### config.mk
export PLATFORM = sky130hd
export DESIGN_NAME = spell_recorder
export DESIGN_NICKNAME = d
export VERILOG_FILES = /design/src/rtl/spell_recorder.sv
export SDC_FILE = /design/constraint.sdc
export NUM_CORES = 1
export LEC_CHECK = 0
export ABC_AREA = 1
export CORE_MARGIN = 3
export CORE_UTILIZATION = 41
export CTS_BUF_LIST = sky130_fd_sc_hd__clkbuf_16
export CTS_CLUSTER_DIAMETER = 80
export CTS_CLUSTER_SIZE = 10
export DETAILED_ROUTE_END_ITERATION = 7
export PLACE_DENSITY = 0.61
export SLEW_MARGIN = 20
export SYNTH_ARGS = -nofsm -noshare
export SYNTH_HDL_FRONTEND = slang
export SYNTH_SLANG_ARGS = --single-unit
export TNS_END_PERCENT = 30
### constraint.sdc
create_clock -name clk -period 2.9 [get_ports clk]
set_input_delay 0.58 -clock clk [delete_from_list [all_inputs] [get_ports clk]]
set_output_delay 0.58 -clock clk [all_outputs]
set_load 0.01 [all_outputs]
### src/rtl/spell_recorder.sv
// Records one-hot move button presses into an external LIFO stack and replays
// them last-first, presenting each move for HOLD_CYCLES clocks.
//
// state    | meaning
// ---------+-----------------------------------------------------------
// INIT     | wait for synchronised reset release, pulse stk_clr once
// IDLE     | accept clear / replay_start / record_en
// RECORD   | push each single-button rising edge, flag overflow when full
// POP_REQ  | issue stk_pop for the top move
// POP_WAIT | capture popped move into replay_code
// SHOW     | hold replay_valid for HOLD_CYCLES cycles
// DONE     | one-cycle replay_done pulse
module spell_recorder #(
    parameter int DATA_WIDTH  = 4,
    parameter int MAX_DEPTH   = 64,
    parameter int HOLD_CYCLES = 25000000
) (
    input  logic                         clk,
    input  logic                         reset,
    input  logic [DATA_WIDTH-1:0]        btn,
    input  logic                         record_en,
    input  logic                         replay_start,
    input  logic                         clear,
    output logic [DATA_WIDTH-1:0]        stk_d,
    output logic                         stk_push,
    output logic                         stk_pop,
    output logic                         stk_clr,
    input  logic [DATA_WIDTH-1:0]        stk_q,
    output logic [DATA_WIDTH-1:0]        replay_code,
    output logic                         replay_valid,
    output logic                         replay_done,
    output logic                         busy,
    output logic                         overflow,
    output logic [$clog2(MAX_DEPTH):0]   depth
);

    localparam int DEPTH_W = $clog2(MAX_DEPTH) + 1;
    localparam int HOLD_W  = 26;
    localparam logic [DEPTH_W-1:0] DEPTH_MAX = DEPTH_W'(MAX_DEPTH);
    localparam logic [HOLD_W-1:0]  HOLD_LOAD = HOLD_W'(HOLD_CYCLES - 1);

    typedef enum logic [2:0] {
        S_INIT,
        S_IDLE,
        S_RECORD,
        S_POP_REQ,
        S_POP_WAIT,
        S_SHOW,
        S_DONE
    } state_t;

    state_t              state;
    state_t              state_nxt;
    logic [1:0]          rst_sync;
    logic                run;
    logic [DATA_WIDTH-1:0] btn_prev;
    logic [DATA_WIDTH-1:0] btn_rise;
    logic                move_evt;
    logic [HOLD_W-1:0]   hold_cnt;

    logic                depth_inc;
    logic                depth_dec;
    logic                depth_zero;
    logic                ovf_set;
    logic                ovf_clr;
    logic                load_code;
    logic                hold_load;

    // Assertion is immediate; release only takes effect two edges later.
    always_ff @(posedge clk or negedge reset) begin
        if (!reset) begin
            rst_sync <= 2'b00;
        end else begin
            rst_sync <= {rst_sync[0], 1'b1};
        end
    end

    assign run = rst_sync[1];

    always_ff @(posedge clk or negedge reset) begin
        if (!reset) begin
            state <= S_INIT;
        end else if (!run) begin
            state <= S_INIT;
        end else begin
            state <= state_nxt;
        end
    end

    always_ff @(posedge clk or negedge reset) begin
        if (!reset) begin
            btn_prev <= '0;
        end else begin
            btn_prev <= btn;
        end
    end

    assign btn_rise = btn & ~btn_prev;
    assign move_evt = $onehot(btn_rise);

    always_comb begin
        state_nxt  = state;
        stk_push   = 1'b0;
        stk_pop    = 1'b0;
        stk_clr    = 1'b0;
        depth_inc  = 1'b0;
        depth_dec  = 1'b0;
        depth_zero = 1'b0;
        ovf_set    = 1'b0;
        ovf_clr    = 1'b0;
        load_code  = 1'b0;
        hold_load  = 1'b0;

        case (state)
            S_INIT: begin
                if (run) begin
                    stk_clr    = 1'b1;
                    depth_zero = 1'b1;
                    state_nxt  = S_IDLE;
                end
            end
            S_IDLE: begin
                if (clear) begin
                    stk_clr    = 1'b1;
                    depth_zero = 1'b1;
                    ovf_clr    = 1'b1;
                end else if (replay_start) begin
                    state_nxt = (depth != '0) ? S_POP_REQ : S_DONE;
                end else if (record_en) begin
                    state_nxt = S_RECORD;
                end
            end
            S_RECORD: begin
                if (move_evt) begin
                    if (depth < DEPTH_MAX) begin
                        stk_push  = 1'b1;
                        depth_inc = 1'b1;
                    end else begin
                        ovf_set = 1'b1;
                    end
                end
                if (!record_en) begin
                    state_nxt = S_IDLE;
                end
            end
            S_POP_REQ: begin
                stk_pop   = 1'b1;
                depth_dec = (depth != '0);
                state_nxt = S_POP_WAIT;
            end
            S_POP_WAIT: begin
                load_code = 1'b1;
                hold_load = 1'b1;
                state_nxt = S_SHOW;
            end
            S_SHOW: begin
                if (hold_cnt == '0) begin
                    state_nxt = (depth != '0) ? S_POP_REQ : S_DONE;
                end
            end
            S_DONE: begin
                state_nxt = S_IDLE;
            end
            default: begin
                state_nxt = S_INIT;
            end
        endcase
    end

    assign stk_d        = stk_push ? btn : '0;
    assign replay_valid = (state == S_SHOW);
    assign replay_done  = (state == S_DONE);
    assign busy         = run && (state != S_IDLE);

    always_ff @(posedge clk or negedge reset) begin
        if (!reset) begin
            depth <= '0;
        end else if (depth_zero) begin
            depth <= '0;
        end else if (depth_inc) begin
            depth <= depth + DEPTH_W'(1);
        end else if (depth_dec) begin
            depth <= depth - DEPTH_W'(1);
        end
    end

    always_ff @(posedge clk or negedge reset) begin
        if (!reset) begin
            overflow <= 1'b0;
        end else if (ovf_clr) begin
            overflow <= 1'b0;
        end else if (ovf_set) begin
            overflow <= 1'b1;
        end
    end

    always_ff @(posedge clk or negedge reset) begin
        if (!reset) begin
            replay_code <= '0;
        end else if (load_code) begin
            replay_code <= stk_q;
        end
    end

    // Loaded to HOLD_CYCLES-1 so SHOW lasts exactly HOLD_CYCLES cycles.
    always_ff @(posedge clk or negedge reset) begin
        if (!reset) begin
            hold_cnt <= '0;
        end else if (hold_load) begin
            hold_cnt <= HOLD_LOAD;
        end else if (state == S_SHOW && hold_cnt != '0) begin
            hold_cnt <= hold_cnt - HOLD_W'(1);
        end
    end

endmodule

# After elaboration in Yosys (flattened, before gate mapping)
# Cells that the tools add are included.
# Widths: inputs -> output; s select.
word_totals:
  ff_bits: 47
  latch_bits: 0
  ramBits: 0
  rom_bits: 0
  inputBits: 13
  n_memories: 0
classes:
  addsub: 6
  multipliers: 0
  div_mod_pow: 0
  magnitude_cmp: 1
  eq_ne: 12
  shift: 0
  mux: 29
  bitwise_logic: 2
  n_reduce_logical: 11
op_table:
  columns: ["operator", "count"]
  rows:
  - ["$mux 26", 2]
  - ["$logic_not 26->1", 1]
  - ["$reduce_bool 26->1", 1]
  - ["$sub 26x1->26 const B", 1]
  - ["$mux 3", 7]
  - ["$mux 7", 3]
  - ["$pmux 3 s6", 1]
  - ["$mux 1", 14]
  - ["$eq 3x3->1 const B", 3]
  - ["$add 7x1->7 const B", 1]
  - ["$lt 7x7->1 const B", 1]
  - ["$reduce_bool 7->1", 1]
  - ["$sub 7x1->7 const B", 1]
  - ["$eq 3x1->1 const B", 2]
  - ["$eq 3x2->1 const B", 2]
  - ["$ne 3x3->1 const B", 2]
  - ["$add 1x1->2", 2]
  - ["$and 4x4->4", 1]
  - ["$mux 4", 1]
  - ["$ne 4x4->1 const B", 1]
  - ["$not 4->4", 1]
  - ["$reduce_and 4->1", 1]
  - ["$reduce_bool 2->1", 2]
  - ["$add 2x2->3", 1]
  - ["other kinds (7)", 8]

# Longest topological paths before layout
# Gate-level depths: netlist of the first run.
logic_depth:
  ltp_word: 9
  mapped_depth: 20
  ltp_nobuf: 20

# Worst setup path after synthesis of the first run
# OpenSTA, ideal clock, no wires.
synth_path:
  path_type: "input port to flip-flop"
  from: "in btn[0]"
  to: "reg depth[4]"
  t_arrival_ps: 3315
  setup_slack_ps: -543
  stages: 17
  cell_sequence: "inv_1 -> or2_2 -> fa_1 -> inv_1 -> ha_1 -> ha_1 -> nor2_1 -> nand2_1 -> nor2_1 -> nand2_2 -> ha_1 -> a21oi_1 -> nand2_1 -> xnor2_1 -> nor2_1 -> nand2_1 -> o21ai_0"
synth_via:
  elab_chain_cells: 8
  word_cells_on_any_way: 9
  classes_between: "add/sub (2); eq/ne (1); mux (4); bitwise (1); reduce/logical (1)"
synth_rtl:
  columns: ["element", "line_no", "text"]
  rows:
  - ["from (decl)", "20", "input logic [DATA_WIDTH-1:0] btn,"]
  - ["$and 4x4->4 *", "98", "assign btn_rise = btn & ~btn_prev;"]
  - ["$add 1x1->2 (not written as such) *", "99", "assign move_evt = $onehot(btn_rise);"]
  - ["$add 2x2->3 (not written as such) *", "99", null]
  - ["$eq 3x1->1 *", "99", null]
  - ["$mux 1 *", "134", "if (move_evt) begin"]
  - ["$mux 1 *", "114", "case (state)"]
  - ["$mux 7", "180", "end else if (depth_inc) begin"]
  - ["$mux 7", "178", "end else if (depth_zero) begin"]
  - ["to (signal assigned)", "181", "depth <= depth + DEPTH_W'(1);"]
  - ["to (signal assigned)", "183", "depth <= depth - DEPTH_W'(1);"]
  - ["to (decl)", "34", "output logic [$clog2(MAX_DEPTH):0] depth"]
# Mark *: on every way between the ends. The rest lies on a longest branch, timed or not.
# A chain may end at the register's enable or synchronous reset.

# Worst setup path in the final report of the first run
layout_path:
  from: "in btn[3]"
  to: "reg depth[5]"
# Same word-level chain as after synthesis.

==> out/metrics.cfg, run 1 <==
[setup_path]
crit_top_cell=nand2_1
r2r_cells=20
cpMaxStageDelayCell=fa_1
required_ns=3.07
path_cells=buf_6 > inv_2 > or2_4 > fa_1 > inv_1 > ha_2 > ha_4 > nor2_4 > nand2_2 > nor2_4 > nand2_8 > buf_8 > ha_4 > nand2_2 > inv_2 > nand4_1 > nand3_1 > nand2_1 > nand2_1 > inv_1 > nand2_1 > o21ai_1
critPathCaptureType=flop
cp.buffers_inverters=6
reg2reg_setup_slack_ns=-0.24
regToRegStartpoint=btn_prev[3]$_DFF_PN0_
critical_path_class=in -> reg
worstReg2RegEnd=depth[5]$_DFFE_PN0P_
slowest_delay_ns=0.53
crit_family=adder cells
cp.arrival_ns=3.31
cp_max_fo=7
startpoint_type=input port

[timing]
slew_violations=0
hold_viol_final=0
holdWs_ns=0.181
max_freq_mhz=318
fin_crit_ns=3.14
relSlewSlack=0.649
rsz0062_at_grt=yes
fin_ws_ns=-0.243
tightest_slew_ns=0.526
setup-violations-final=11
skew_ns=0.00638
min_period_over_period=1.08

[die]
ios=35
dieWidth_um=93.6
core_area_um2=7330
die-area_um2=8760
start_util=0.429
placementRows=31
fp.dieH_um=93.6

[finish]
syn_to_final_growth_pct=26.3
antenna_cells=0
final_nets=517
instances_no_fill=593
drive_gt1_frac=0.188
fin_area_um2=3980

[place]
dpl.cell_count=582
hpwl_um=6160
io_buffers=34
globalplace.congestion=0.922
place_ws_ns=-1.25
placed_area_um2=3780

[job]
max_cap_violations=0

[global_routing]
antenna_found_initial=0
gr-usage-all-layers=0.198
grt_overflow_total=0
grt_max_degree=31
grt_pass1_wl_um=13900
grt_pass1_vias=2935

[status]
status=finished with violations
violations=negative setup slack

[routing]
final_antenna_net_count=0
first_iter_violations=141
detail_route.wl_per_cell_um=13.5
vias=2954
drt_wl_total_um=8040
drc=0
first_pass_iters=5
vias_per_cell=4.98

[logic_synthesis]
synth.avg_cell_area_um2=7.17
muxShareOfSynthArea=0
netlist.area_leader.share=0.374
synth_nets=463
yosysSeqAreaShare=0.374
synth-edff-count=0
synth_compound_area_frac=0.0660
async_flop_share=1.00
syn_inst=439
synthSimpleGateAreaFrac=0.400
synth_largest_area_cell=dfrtp_1
synthXorXnorAreaFrac=0.0362
yosys.cell_count.top_type=nand2_1
ys.flop_type=dfrtp_1
ys_warn_count=0
netlist_area_um2=3150
synth-seq-cells=47
synth_top_family_by_area=simple AND/OR/NAND/NOR gates
ys_top_cells_by_count=129 x nand2_1, 58 x nor2_1, 47 x dfrtp_1, 47 x inv_1, 41 x nand3_1
synth_area_leaders=dfrtp_1 37%, nand2_1 15%, nor2_1 6.9%, nand3_1 6.5%, inv_1 5.6%
synthAdderAreaFrac=0.0485
yosysUniqueCellTypes=32

[power_and_ir_drop]
p_per_area_nw_per_um2=955
p_int_w=0.00207
leakage_nw=1.99
ir_drop_mv=0.455
p_clk_frac=0.149
p_sw_frac=0.456
p_seq_frac=0.298
combPwrFrac=0.553
p_sw_w=0.00173

[worst_hold_path]
hold_path.class=in -> async

[clocking]
clk_latency_ns=0.29
clk_pin_slew_ns=0.06
ctsHtreeMaxLevel=2
clockBufferDepth=2
numCtsBuffers=5
cts_tree=yes
cts-root-buf=clkbuf_16
numClockSinks=47
cts_hold_buffers=0

area by class of cell:
| type | count | area [um2] |
|---|---|---|
| Timing Repair Buffer | 54 | 483 |
| Sequential cell | 47 | 1180 |
| Multi-Input combinational cell | 337 | 1860 |
| Fill cell | 728 | 3360 |
| Inverter | 48 | 190 |
| Tap cell | 99 | 124 |
| Clock buffer | 5 | 125 |
| Clock inverter | 3 | 16.3 |
how the worst max path moves through the flow:
stage | from | endpoint | slack (ns) | cells after the start
5_1_grt | btn_prev[3]$_DFF_PN0_ | depth[5]$_DFFE_PN0P_ | -0.40 | 20
4_1_cts | btn[0] | depth[5]$_DFFE_PN0P_ | -0.29 | 22
6_report | btn[3] | depth[5]$_DFFE_PN0P_ | -0.24 | 22
3_5_place_dp | btn[0] | stk_d[2] | -1.25 | 13
3_3_place_gp | btn[0] | stk_d[0] | -1.16 | 13
2_1_floorplan | btn[0] | depth[5]$_DFFE_PN0P_ | -0.28 | 20
state kept, by name, indices dropped and copies added, names as in the netlist:
| register | count |
|---|---|
| btn_prev | 4 |
| depth | 7 |
| hold_cnt | 26 |
| overflow | 1 |
| replay_code | 4 |
| rst_sync | 2 |
| state | 3 |
metrics by stage:
step,TNS [ns],utilization,power [W]
after floorplan,-1.74,-,0.00252
after global placement,-12.62,0.515,0.00311
after detailed placement,-13.93,0.515,0.00316
after CTS,-2.42,0.538,0.00377
after global routing,-3.20,0.542,0.00415
final,-1.73,0.542,0.00380
worst register-to-register path, stage by stage, from the launching register on:
cell and delay, ns:
dfrtp_1 0.36, or2_4 0.25, fa_1 0.53, inv_1 0.04, ha_2 0.18, ha_4 0.22, nor2_4 0.08, nand2_2 0.07
nor2_4 0.15, nand2_8 0.10, buf_8 0.16, ha_4 0.30, nand2_2 0.05, inv_2 0.04, nand4_1 0.10, nand3_1 0.11
nand2_1 0.05, nand2_1 0.07, inv_1 0.05, nand2_1 0.05, o21ai_1 0.06
power by group through the flow:
stage / combinational [W] / clock (W) / sequential, W
floorplan: 0.00141 / 0 / 0.00111
global placement: 0.00198 / 0 / 0.00113
detailed placement: 0.00203 / 0 / 0.00113
CTS: 0.00205 / 0.000584 / 0.00113
global route: 0.00238 / 0.000608 / 0.00116
finish: 0.00210 / 0.000566 / 0.00113
metal layers:
layer / vias to the layer above / GRT usage / share of wire
met5: - / 0 / 0
met4: 0 / 0.0590 / 0.014
met3: 11 / 0.0362 / 0.039
met2: 55 / 0.322 / 0.48
met1: 1384 / 0.270 / 0.47
li1: 1504 / - / -
placed cells by master, fill, tap and decap left out, types with 2 or more instances in the layout:
cell type and n:
a21oi_1 7, buf_2 6, buf_4 17, buf_6 4
buf_8 2, clkbuf_16 5, clkdlybuf4s50_1 25, dfrtp_1 47
ha_1 3, ha_4 5, inv_1 42, inv_2 5
nand2_1 126, nand2_2 11, nand2_4 3, nand3_1 41
nand4_1 17, nor2_1 55, nor2_2 11, nor2_4 5
o21ai_0 17, o21ai_1 2, o21ai_2 4, or2_4 3
xnor2_1 5, xor2_1 7
repair_timing:
| action | CTS | global route |
|---|---|---|
| cloned | 0 | 0 |
| pin swaps | 11 | 10 |
| endpoints found under the setup margin | 13 | 12 |
| gates resized for setup | 46 | 8 |
| buffers inserted | 2 | 1 |
cells by family after synthesis:
kind of cell / count (synthesis)
buffers and inverters: 55
xor gates and xnor gates: 13
DFF: 47
AOI/OAI and AO/OA: 35
other: 1
and+or+nand+nor: 277
adders and majority gates: 11
Power figures use the tool's default switching activity.
==> run 2: changes to the inputs <==
--- a/config.mk
+++ b/config.mk
@@ -6,6 +6,7 @@
 export NUM_CORES = 1
 export LEC_CHECK = 0
 export ABC_AREA = 1
+export ABC_CLOCK_PERIOD_IN_PS = 2900
 export CORE_MARGIN = 3
 export CORE_UTILIZATION = 41
 export CTS_BUF_LIST = sky130_fd_sc_hd__clkbuf_16
==> results of run 2 <==
Same layout as run 1: the final DEF is identical, and so are final timing and power.
==> run 3: changes to the inputs <==
--- a/config.mk
+++ b/config.mk
@@ -14,6 +14,7 @@
 export CTS_CLUSTER_SIZE = 10
 export DETAILED_ROUTE_END_ITERATION = 7
 export PLACE_DENSITY = 0.61
+export RECOVER_POWER = 25
 export SLEW_MARGIN = 20
 export SYNTH_ARGS = -nofsm -noshare
 export SYNTH_HDL_FRONTEND = slang
==> run 3 against run 2 <==
The flow still finishes with violations (negative setup slack). Sequential power hardly changed. Power hardly changed. Register-to-register slack hardly changed. Core utilization decreased by 0.068 points.
==> out/metrics.cfg, run 3 (synthesis gave the netlist of run 1 again) <==
[finish]
antenna_cells=0
final_cell_mix=126 x nand2_1, 55 x nor2_1, 47 x dfrtp_1, 42 x inv_1, 41 x nand3_1
syn_to_final_growth_pct=26.2
drive_gt1_frac=0.184
final_common_cell=nand2_1
fin_area_um2=3970
top_register=hold_cnt
final_nets=517
top_regs=hold_cnt (26), depth (7)
num-fill-cells=729
largest_reg_flops=26

[clocking]
clockBufferDepth=2
numCtsBuffers=5
ctsHtreeMaxLevel=2
cts_hold_buffers=0
cts-root-buf=clkbuf_16
numClockSinks=47
clk_latency_ns=0.29
clk_pin_slew_ns=0.06
cts_tree=yes

[die]
fp.dieH_um=93.6
die-area_um2=8760
ios=35
dieWidth_um=93.6
placementRows=31
core_area_um2=7330
start_util=0.429

[routing]
first_iter_violations=141
vias=2955
final_antenna_net_count=0
detail_route.wl_per_cell_um=13.5
drt_wl_total_um=8030
first_pass_iters=5
vias_per_cell=4.98
drc=0

[place]
hpwl_um=6160
placed_area_um2=3780
io_buffers=34
globalplace.congestion=0.922

[global_routing]
grt_pass1_vias=2935
grt_max_degree=31
grt_pass1_wl_um=13900
grt_overflow_total=0
gr-usage-all-layers=0.198
antenna_found_initial=0

[timing]
skew_ns=0.00638
setup-violations-final=11
min_period_over_period=1.08
hold_viol_final=0
max_freq_mhz=318
finalSetupTns_ns=-1.73
fin_crit_ns=3.14
rsz0062_at_grt=yes
relSlewSlack=0.502
fin_ws_ns=-0.243
tightest_slew_ns=0.747
slew_violations=0

[setup_path]
cp_max_fo=7
regToRegStartpoint=btn_prev[3]$_DFF_PN0_
required_ns=3.07
reg2reg_setup_slack_ns=-0.24
critPathCaptureType=flop
r2r_cells=20
worstReg2RegEnd=depth[5]$_DFFE_PN0P_
startpoint_type=input port
cp.arrival_ns=3.31
critical_path_class=in -> reg

[power_and_ir_drop]
ir_drop_mv=0.455
p_per_area_nw_per_um2=956
leakage_nw=1.98

[status]
status=finished with violations
violations=negative setup slack

[job]
max_cap_violations=0

[worst_hold_path]
hold_path.class=in -> async

==> run 3: cell types whose count changed in the layout (fill, tap and decap cells not counted), sizes merged <==
cell / change
clkbuf: +2
buf: -2
==> run 3: report_power, final <==
part / total [W] / switching (W) / leakage (nW) / internal (W)
clock network: 0.000566 / 0.000251 / 0.0710 / 0.000315
logic: 0.00210 / 0.00122 / 1.31 / 0.000876
registers: 0.00113 / 0.000255 / 0.594 / 0.000874
total: 0.00380 / 0.00173 / 1.98 / 0.00207
==> run 3: how the worst max path moves through the flow <==
stage,depth (start not counted),to,startpoint,slack [ns]
finish,22,depth[5]$_DFFE_PN0P_,btn[3],-0.24
floorplan,20,depth[5]$_DFFE_PN0P_,btn[0],-0.28
global route,20,depth[5]$_DFFE_PN0P_,btn_prev[3]$_DFF_PN0_,-0.40
CTS,22,depth[5]$_DFFE_PN0P_,btn[0],-0.29
detailed placement,13,stk_d[2],btn[0],-1.25
global placement,13,stk_d[0],btn[0],-1.16
==> run 3: layout make-up <==
cell class	count	area, um2	share of cell area
Sequential cell	47	1180	0.296
Inverter	48	190	0.0479
Tap cell	99	124	0.0312
Clock inverter	3	16.3	0.00410
Clock buffer	5	125	0.0315
Timing Repair Buffer	54	478	0.120
Multi-Input combinational cell	337	1860	0.469
==> run 3: repair_timing <==
action	in CTS	in global routing
pin swaps	11	10
endpoints found under the setup margin	13	12
gates resized for setup	46	8
setup buffers	2	1
==> run 3: stage by stage <==
| step | utilization | setup WS (ns) | std cells | hold WS, ns | total power, W |
|---|---|---|---|---|---|
| 5_1_grt | 0.542 | -0.404 | 593 | 0.363 | 0.00415 |
| 2_1_floorplan | - | -0.281 | 439 | 0.284 | 0.00252 |
| 3_5_place_dp | 0.515 | -1.25 | 582 | 0.337 | 0.00316 |
| 4_1_cts | 0.538 | -0.293 | 592 | 0.191 | 0.00377 |
| 3_3_place_gp | 0.515 | -1.16 | 582 | 0.335 | 0.00311 |
| 6_report | 0.542 | -0.243 | 593 | 0.334 | 0.00380 |
==> run 3: per-layer routing <==
| layer | vias up | track usage | part of all wire |
|---|---|---|---|
| li1 | 1504 | - | - |
| met1 | 1385 | 0.270 | 0.47 |
| met2 | 55 | 0.322 | 0.48 |
| met3 | 11 | 0.0362 | 0.039 |
| met4 | 0 | 0.0590 | 0.014 |
| met5 | - | 0 | 0 |
==> run 3: critical path, stage by stage <==
cell and delay, ns:
buf_6 0.07, inv_2 0.03, or2_4 0.22, fa_1 0.53, inv_1 0.04, ha_2 0.18, ha_4 0.22, nor2_4 0.08
nand2_2 0.07, nor2_4 0.15, nand2_8 0.10, buf_8 0.16, ha_4 0.29, nand2_2 0.05, inv_2 0.04, nand4_1 0.10
nand3_1 0.11, nand2_1 0.05, nand2_1 0.07, inv_1 0.05, nand2_1 0.05, o21ai_1 0.06
